===== config.mk =====
export PLATFORM = sky130hd
export DESIGN_NAME = hsv_rgb_led_driver
export DESIGN_NICKNAME = d
export VERILOG_FILES = /design/src/rtl/hsv_rgb_led_driver.sv
export SDC_FILE = /design/constraint.sdc
export NUM_CORES = 1
export LEC_CHECK = 0
export CAP_MARGIN = 20
export CORE_UTILIZATION = 64
export DETAILED_ROUTE_END_ITERATION = 8
export PLACE_DENSITY = 0.82
export SLEW_MARGIN = 15
export SYNTH_ARGS = -nofsm -noshare
export SYNTH_HDL_FRONTEND = slang
export SYNTH_SLANG_ARGS = --single-unit

===== constraint.sdc =====
create_clock -name clk -period 10.1 [get_ports clk]
set_clock_uncertainty 0.1 [all_clocks]
set_input_delay 1.515 -clock clk [delete_from_list [all_inputs] [get_ports clk]]
set_output_delay 1.515 -clock clk [all_outputs]
set_load 0.1 [all_outputs]

===== src/rtl/hsv_rgb_led_driver.sv =====
`default_nettype none
// +-----------------------------------------------------------------------------+
// | hsv_rgb_led_driver: multi-cycle HSV->RGB converter feeding three PWM channels |
// | rev 1.0                                                                       |
// +-----------------------------------------------------------------------------+
module hsv_rgb_led_driver #(
    parameter int PWM_DIV    = 1,
    parameter bit ACTIVE_LOW = 1'b0
) (
    input  logic       clk,
    input  logic       reset,
    input  logic [8:0] hue,
    input  logic [8:0] saturation,
    input  logic [8:0] value,
    output logic [7:0] red,
    output logic [7:0] green,
    output logic [7:0] blue,
    output logic       rgb_valid,
    output logic       busy,
    output logic       pwm_r,
    output logic       pwm_g,
    output logic       pwm_b
);
    localparam int PRE_W = (PWM_DIV > 1) ? $clog2(PWM_DIV) : 1;
    localparam logic [PRE_W-1:0] c_pre_last = PRE_W'(PWM_DIV - 1);

    typedef enum logic [1:0] {
        S_IDLE = 2'd0,
        S_CALC = 2'd1,
        S_DONE = 2'd2
    } state_t;

    state_t      r_state;
    logic [8:0]  r_cap_hue, r_cap_sat, r_cap_val;
    logic [8:0]  r_last_hue, r_last_sat, r_last_val;
    logic        r_last_valid;
    logic [6:0]  r_s, r_v;
    logic [2:0]  r_sector;
    logic [5:0]  r_f;
    logic [21:0] r_num;
    logic [13:0] r_rem;
    logic [4:0]  r_iter;
    logic [1:0]  r_op;
    logic [7:0]  r_c, r_m, r_d;

    logic [8:0]  w_h;
    logic [6:0]  w_s, w_v;
    logic [2:0]  w_sector;
    logic [5:0]  w_f;
    logic        w_new;
    logic [15:0] w_num_c;
    logic [21:0] w_num_m;
    logic [13:0] w_num_d;
    logic [7:0]  w_cm;
    logic [14:0] w_den, w_rem_sh;
    logic        w_ge;
    logic [13:0] w_rem_nx;
    logic [21:0] w_num_sh;
    logic [7:0]  w_quo;
    logic [7:0]  w_rise, w_fall, w_red, w_grn, w_blu;

    always_comb begin
        w_h = (hue >= 9'd360) ? hue - 9'd360 : hue;
        w_s = (saturation > 9'd100) ? 7'd100 : saturation[6:0];
        w_v = (value > 9'd100) ? 7'd100 : value[6:0];
        if (w_h < 9'd60)       w_sector = 3'd0;
        else if (w_h < 9'd120) w_sector = 3'd1;
        else if (w_h < 9'd180) w_sector = 3'd2;
        else if (w_h < 9'd240) w_sector = 3'd3;
        else if (w_h < 9'd300) w_sector = 3'd4;
        else                   w_sector = 3'd5;
        w_f   = 6'(w_h - 9'd60 * 9'(w_sector));
        w_new = !r_last_valid || (hue != r_last_hue) ||
                (saturation != r_last_sat) || (value != r_last_val);
    end

    // Shared restoring divider: numerator MSB-first out of r_num, quotient bits shift in at the LSB.
    always_comb begin
        case (r_op)
            2'd0:    w_den = 15'd100;
            2'd1:    w_den = 15'd10000;
            default: w_den = 15'd60;
        endcase
        w_rem_sh = {r_rem, r_num[21]};
        w_ge     = (w_rem_sh >= w_den);
        w_rem_nx = w_ge ? 14'(w_rem_sh - w_den) : w_rem_sh[13:0];
        w_num_sh = {r_num[20:0], w_ge};
        w_quo    = w_num_sh[7:0];
        w_num_c  = 16'(w_v) * 16'd255;
        w_num_m  = 22'(r_v) * 22'(7'd100 - r_s) * 22'd255;
        w_cm     = r_c - w_quo;
        w_num_d  = 14'(w_cm) * 14'(r_f);
    end

    always_comb begin
        w_rise = r_m + r_d;
        w_fall = r_c - r_d;
        w_red  = r_c;
        w_grn  = w_rise;
        w_blu  = r_m;
        case (r_sector)
            3'd0: begin w_red = r_c;    w_grn = w_rise; w_blu = r_m;    end
            3'd1: begin w_red = w_fall; w_grn = r_c;    w_blu = r_m;    end
            3'd2: begin w_red = r_m;    w_grn = r_c;    w_blu = w_rise; end
            3'd3: begin w_red = r_m;    w_grn = w_fall; w_blu = r_c;    end
            3'd4: begin w_red = w_rise; w_grn = r_m;    w_blu = r_c;    end
            default: begin w_red = r_c; w_grn = r_m;    w_blu = w_fall; end
        endcase
    end

    always_ff @(posedge clk) begin
        if (reset) begin
            r_state      <= S_IDLE;
            red          <= 8'd0;
            green        <= 8'd0;
            blue         <= 8'd0;
            rgb_valid    <= 1'b0;
            busy         <= 1'b0;
            r_last_valid <= 1'b0;
            r_last_hue   <= 9'd0;
            r_last_sat   <= 9'd0;
            r_last_val   <= 9'd0;
            r_cap_hue    <= 9'd0;
            r_cap_sat    <= 9'd0;
            r_cap_val    <= 9'd0;
            r_s          <= 7'd0;
            r_v          <= 7'd0;
            r_sector     <= 3'd0;
            r_f          <= 6'd0;
            r_num        <= 22'd0;
            r_rem        <= 14'd0;
            r_iter       <= 5'd0;
            r_op         <= 2'd0;
            r_c          <= 8'd0;
            r_m          <= 8'd0;
            r_d          <= 8'd0;
        end else begin
            rgb_valid <= 1'b0;
            case (r_state)
                S_IDLE: begin
                    if (w_new) begin
                        r_cap_hue <= hue;
                        r_cap_sat <= saturation;
                        r_cap_val <= value;
                        r_s       <= w_s;
                        r_v       <= w_v;
                        r_sector  <= w_sector;
                        r_f       <= w_f;
                        r_num     <= {w_num_c, 6'd0};
                        r_rem     <= 14'd0;
                        r_iter    <= 5'd15;
                        r_op      <= 2'd0;
                        busy      <= 1'b1;
                        r_state   <= S_CALC;
                    end
                end
                S_CALC: begin
                    r_rem <= w_rem_nx;
                    r_num <= w_num_sh;
                    if (r_iter != 5'd0) begin
                        r_iter <= r_iter - 5'd1;
                    end else begin
                        r_rem <= 14'd0;
                        case (r_op)
                            2'd0: begin
                                r_c    <= w_quo;
                                r_num  <= w_num_m;
                                r_iter <= 5'd21;
                                r_op   <= 2'd1;
                            end
                            2'd1: begin
                                r_m    <= w_quo;
                                r_num  <= {w_num_d, 8'd0};
                                r_iter <= 5'd13;
                                r_op   <= 2'd2;
                            end
                            default: begin
                                r_d     <= w_quo;
                                r_state <= S_DONE;
                            end
                        endcase
                    end
                end
                S_DONE: begin
                    red          <= w_red;
                    green        <= w_grn;
                    blue         <= w_blu;
                    rgb_valid    <= 1'b1;
                    busy         <= 1'b0;
                    r_last_hue   <= r_cap_hue;
                    r_last_sat   <= r_cap_sat;
                    r_last_val   <= r_cap_val;
                    r_last_valid <= 1'b1;
                    r_state      <= S_IDLE;
                end
                default: r_state <= S_IDLE;
            endcase
        end
    end

    logic [PRE_W-1:0] r_pre;
    logic [7:0]       r_cnt, r_duty_r, r_duty_g, r_duty_b;

    // Duty registers only reload at the period boundary so a new colour never truncates a pulse.
    always_ff @(posedge clk) begin
        if (reset) begin
            r_pre    <= '0;
            r_cnt    <= 8'd0;
            r_duty_r <= 8'd0;
            r_duty_g <= 8'd0;
            r_duty_b <= 8'd0;
            pwm_r    <= ACTIVE_LOW;
            pwm_g    <= ACTIVE_LOW;
            pwm_b    <= ACTIVE_LOW;
        end else begin
            pwm_r <= (r_cnt < r_duty_r) ^ ACTIVE_LOW;
            pwm_g <= (r_cnt < r_duty_g) ^ ACTIVE_LOW;
            pwm_b <= (r_cnt < r_duty_b) ^ ACTIVE_LOW;
            if (r_pre == c_pre_last) begin
                r_pre <= '0;
                r_cnt <= r_cnt + 8'd1;
                if (r_cnt == 8'hFF) begin
                    r_duty_r <= red;
                    r_duty_g <= green;
                    r_duty_b <= blue;
                end
            end else begin
                r_pre <= r_pre + 1'b1;
            end
        end
    end
endmodule
`default_nettype wire


==> metrics.txt <==
# TYPE chip_impl_metric gauge
chip_impl_metric{name="floorplan.io_pins",unit=""} 58
chip_impl_metric{name="global_route.usage.total",unit="%"} 29.61
chip_impl_metric{name="slew-limit-headroom",unit="%"} 32.00
chip_impl_metric{name="detail-route-antenna-nets",unit=""} 0
chip_impl_metric{name="asyncSetResetFlopFracSynth",unit="%"} 0
chip_impl_metric{name="floorplan.core_area",unit="sq um"} 29010
chip_impl_metric{name="synth-seq-cells",unit=""} 207
chip_impl_metric{name="synth.avg_cell_area",unit="sq um"} 8.348
chip_impl_metric{name="synth.top_cell.area_share",unit="%"} 21.76
chip_impl_metric{name="cp_data_required_time",unit="ps"} 10330
chip_impl_metric{name="crit_cells",unit=""} 38
chip_impl_metric{name="areaGrowthSynthToFinish",unit="%"} 8.325
chip_impl_info{name="startpoint_of_the_worst_slack_reg_to_reg_timing_path",value="r_s[0]"} 1
chip_impl_metric{name="routed_via_density",unit=""} 5.865
chip_impl_metric{name="timing_max_transition_violations_final",unit=""} 0
chip_impl_metric{name="timing_hold_violations_final",unit=""} 0
chip_impl_metric{name="drt-wirelength-per-cell",unit="microns"} 16.60
chip_impl_metric{name="drtIter0Drc",unit=""} 1050
chip_impl_metric{name="reported_leakage_power",unit="uW"} 0.009373
chip_impl_info{name="post-synth-top-count-cell",value="sky130_fd_sc_hd__inv_1"} 1
chip_impl_metric{name="via_count_of_the_first_global_routing_pass",unit=""} 15600
chip_impl_metric{name="syn-cell-area",unit="sq um"} 19040
chip_impl_metric{name="layout_min_cycle_time",unit="ps"} 9649
chip_impl_metric{name="routed_wl",unit="mm"} 44.60
chip_impl_metric{name="drc",unit=""} 0
chip_impl_metric{name="timing.hold.worst_path_depth",unit=""} 2
chip_impl_metric{name="clock.fmax",unit="MHz"} 103.6
chip_impl_metric{name="cts_inserted_buffers",unit=""} 22
chip_impl_metric{name="hpwl",unit="mm"} 34.10
chip_impl_info{name="worstSetupPathType",value="flop to flop"} 1
chip_impl_metric{name="synth_cells",unit=""} 2281
chip_impl_info{name="start_kind",value="flop"} 1
chip_impl_metric{name="floorplan.initialDensity",unit="%"} 65.63
chip_impl_info{name="worst_hold_path_type",value="flop to flop"} 1
chip_impl_info{name="cts_root_buffer",value="sky130_fd_sc_hd__clkbuf_16"} 1
chip_impl_metric{name="timing.setup.tns",unit="ps"} 0
chip_impl_metric{name="path_clk_slew",unit="ps"} 60
chip_impl_info{name="clock_tree_from_tritoncts",value="built"} 1
chip_impl_info{name="worst_hold_startpoint",value="r_cap_sat[6]"} 1
chip_impl_metric{name="seq_area_frac_synth",unit="%"} 21.76
chip_impl_metric{name="timing.critical_path.buf_inv",unit=""} 8
chip_impl_metric{name="antenna_cells",unit=""} 0
chip_impl_metric{name="die_width",unit="microns"} 174.5
chip_impl_info{name="setup.worst_path.end_class",value="flop"} 1
chip_impl_metric{name="setup_viol",unit=""} 0
chip_impl_metric{name="p_per_area",unit="nW/um^2"} 244.2
chip_impl_metric{name="final_net_count",unit=""} 2669
chip_impl_metric{name="final_layout_size_suffix_gt1_share",unit="%"} 4.820
chip_impl_info{name="startpoint",value="r_s[0]"} 1
chip_impl_info{name="cp_max_delay_cell",value="sky130_fd_sc_hd__fa_1"} 1
chip_impl_metric{name="vdd_drop_max",unit="uV"} 270.1
chip_impl_info{name="synth.largest_area_cell",value="sky130_fd_sc_hd__dfxtp_1"} 1
chip_impl_info{name="synth.top_cells.by_area",value="sky130_fd_sc_hd__dfxtp_1 (22%), sky130_fd_sc_hd__fa_1 (16%), sky130_fd_sc_hd__ha_1 (13%)"} 1
chip_impl_metric{name="insertion_delay",unit="ps"} 520
chip_impl_metric{name="yosys.cell_types.count",unit=""} 92
chip_impl_metric{name="register_area",unit="sq um"} 4145
chip_impl_metric{name="globalRouteOverflowTotal",unit=""} 0
chip_impl_metric{name="globalplace.congestion",unit=""} 0.9278
chip_impl_metric{name="dr_total_vias",unit=""} 15760
chip_impl_metric{name="drtPass1Iterations",unit=""} 8
chip_impl_metric{name="grt_pass1_wl",unit="mm"} 74.88
chip_impl_metric{name="max-clock-path-buffers",unit=""} 3
chip_impl_info{name="synth-main-ff-cell",value="sky130_fd_sc_hd__dfxtp_1"} 1
chip_impl_metric{name="die_height",unit="microns"} 174.5
chip_impl_metric{name="clock-sinks",unit=""} 207
chip_impl_metric{name="worstRegToRegCells",unit=""} 38
chip_impl_metric{name="grt_max_degree",unit=""} 113
chip_impl_metric{name="fillers",unit=""} 2226
chip_impl_info{name="run_status",value="completed"} 1
chip_impl_metric{name="antenna_found_initial",unit=""} 0
chip_impl_metric{name="cts-htree-levels",unit=""} 1
chip_impl_metric{name="timing.critical_path.arrival",unit="ps"} 9880
chip_impl_metric{name="crit_fanout",unit=""} 10
chip_impl_metric{name="placement_rows",unit=""} 62
chip_impl_metric{name="die_area",unit="sq um"} 30450
chip_impl_metric{name="slowest_delay",unit="ps"} 570
chip_impl_metric{name="synth_nets",unit=""} 2663
chip_impl_metric{name="design_power_total",unit="uW"} 5037
chip_impl_info{name="critical_path.top_delay_family",value="adder cells"} 1
chip_impl_metric{name="yosysWarningCount",unit=""} 0
chip_impl_metric{name="cap_violations",unit=""} 0
chip_impl_info{name="ys_top_cells_by_count",value="sky130_fd_sc_hd__inv_1 (319), sky130_fd_sc_hd__nand2_1 (290), sky130_fd_sc_hd__dfxtp_1 (207)"} 1
chip_impl_metric{name="placement.io_buffers",unit=""} 57
chip_impl_metric{name="worst_slew_pin_slew",unit="ps"} 1017
chip_impl_metric{name="number_of_flops_mapped_to_enable_cells_by_yosys",unit=""} 0
chip_impl_metric{name="ratio_of_final_minimum_period_to_clock_period",unit="%"} 95.54
chip_impl_metric{name="multi_input_comb_area",unit="sq um"} 13350
-- worst min-delay path: stages, from the launching register on --
cell and delay, ps:
sky130_fd_sc_hd__dfxtp_1 310, sky130_fd_sc_hd__nand2_1 50, sky130_fd_sc_hd__a21oi_1 50
-- flip-flops by register name, summed over array words and instances, names as in the netlist, 9 cells and up --
signal / count
r_cap_sat: 9
r_last_sat: 9
r_rem: 14
r_num: 22
r_cap_val: 9
r_cap_hue: 9
r_last_val: 9
r_last_hue: 9
-- stage by stage --
step	instances	area, sq um	hold WS (ps)	setup slack (ps)	util, %
finish	2687	20630	352.4	450.5	71.09
global route	2687	20630	371.1	-25.17	71.09
CTS	2685	20510	352.5	119.4	70.70
detailed placement	2645	19740	342.6	143.1	68.04
global placement	2645	19740	334.4	559.7	68.04
floorplan	2281	19040	331.2	929.2	-
-- what timing repair did --
action | CTS | global route
setup endpoints to repair | 0 | 5
resized for setup | 0 | 17
hold buffers | 0 | 0
buffers inserted | 0 | 1
hold endpoints to repair | 0 | 0
-- report_power, final --
group          switching, uW  internal (uW)  total, uW
Sequential              63.1            876        939
Clock                    354            511        865
Combinational           1920           1310       3230
Total                   2340           2700       5040
-- worst paths after layout --
check / to / slack [ps]
worst max register to register: r_num[20] / 450
worst min-delay path: r_last_sat[6] / 350
worst max-delay path: r_num[20] / 450
worst min register to register: r_last_sat[6] / 350
-- cells in the final DEF, fill, tap and decap left out, types with 26 or more instances in the layout --
| cell type | Yosys | layout |
|---|---|---|
| sky130_fd_sc_hd__ha_1 | 200 | 199 |
| sky130_fd_sc_hd__nor3_1 | 38 | 38 |
| sky130_fd_sc_hd__nand3_1 | 28 | 27 |
| sky130_fd_sc_hd__mux2i_1 | 46 | 46 |
| sky130_fd_sc_hd__nor2_1 | 179 | 178 |
| sky130_fd_sc_hd__xnor2_1 | 69 | 64 |
| sky130_fd_sc_hd__clkdlybuf4s50_1 | 0 | 56 |
| sky130_fd_sc_hd__dfxtp_1 | 207 | 206 |
| sky130_fd_sc_hd__inv_1 | 319 | 319 |
| sky130_fd_sc_hd__a211oi_1 | 26 | 26 |
| sky130_fd_sc_hd__a21o_1 | 41 | 41 |
| sky130_fd_sc_hd__and2_1 | 45 | 45 |
| sky130_fd_sc_hd__fa_1 | 153 | 153 |
| sky130_fd_sc_hd__nor2b_1 | 27 | 26 |
| sky130_fd_sc_hd__nand2_1 | 290 | 290 |
| sky130_fd_sc_hd__o21ai_0 | 50 | 50 |
| sky130_fd_sc_hd__a21oi_1 | 161 | 159 |
| sky130_fd_sc_hd__xor2_1 | 50 | 46 |
-- layout make-up --
type | instances | area share [%]
Clock buffer | 28 | 2.972
Clock inverter | 12 | 0.7825
Inverter | 323 | 5.878
Multi-Input combinational cell | 1664 | 64.73
Sequential cell | 207 | 20.10
Tap cell | 384 | 2.329
Timing Repair Buffer | 69 | 3.209
-- cell families (layout without fill, tap and decap cells) --
| family | count (synthesis) | after routing | synth area share, % |
|---|---|---|---|
| buf+inv | 410 | 432 | 8.707 |
| mux | 49 | 49 | 2.596 |
| xor+xnor | 121 | 121 | 5.678 |
| compound gates | 442 | 442 | 15.13 |
| fa+ha+maj | 353 | 353 | 29.23 |
| simple gates | 698 | 698 | 16.88 |
| flops | 207 | 207 | 21.76 |
| other cells | 1 | 1 | 0.01969 |
-- routing by layer --
layer | share of wire (%) | track usage, % | vias up
met4 | 2.1 | 7.456 | 0
met5 | 0 | 0 | -
li1 | - | - | 7565
met1 | 43 | 38.17 | 7657
met2 | 50 | 52.11 | 456
met3 | 5.3 | 3.937 | 81
(Power assumes the default switching activity.)
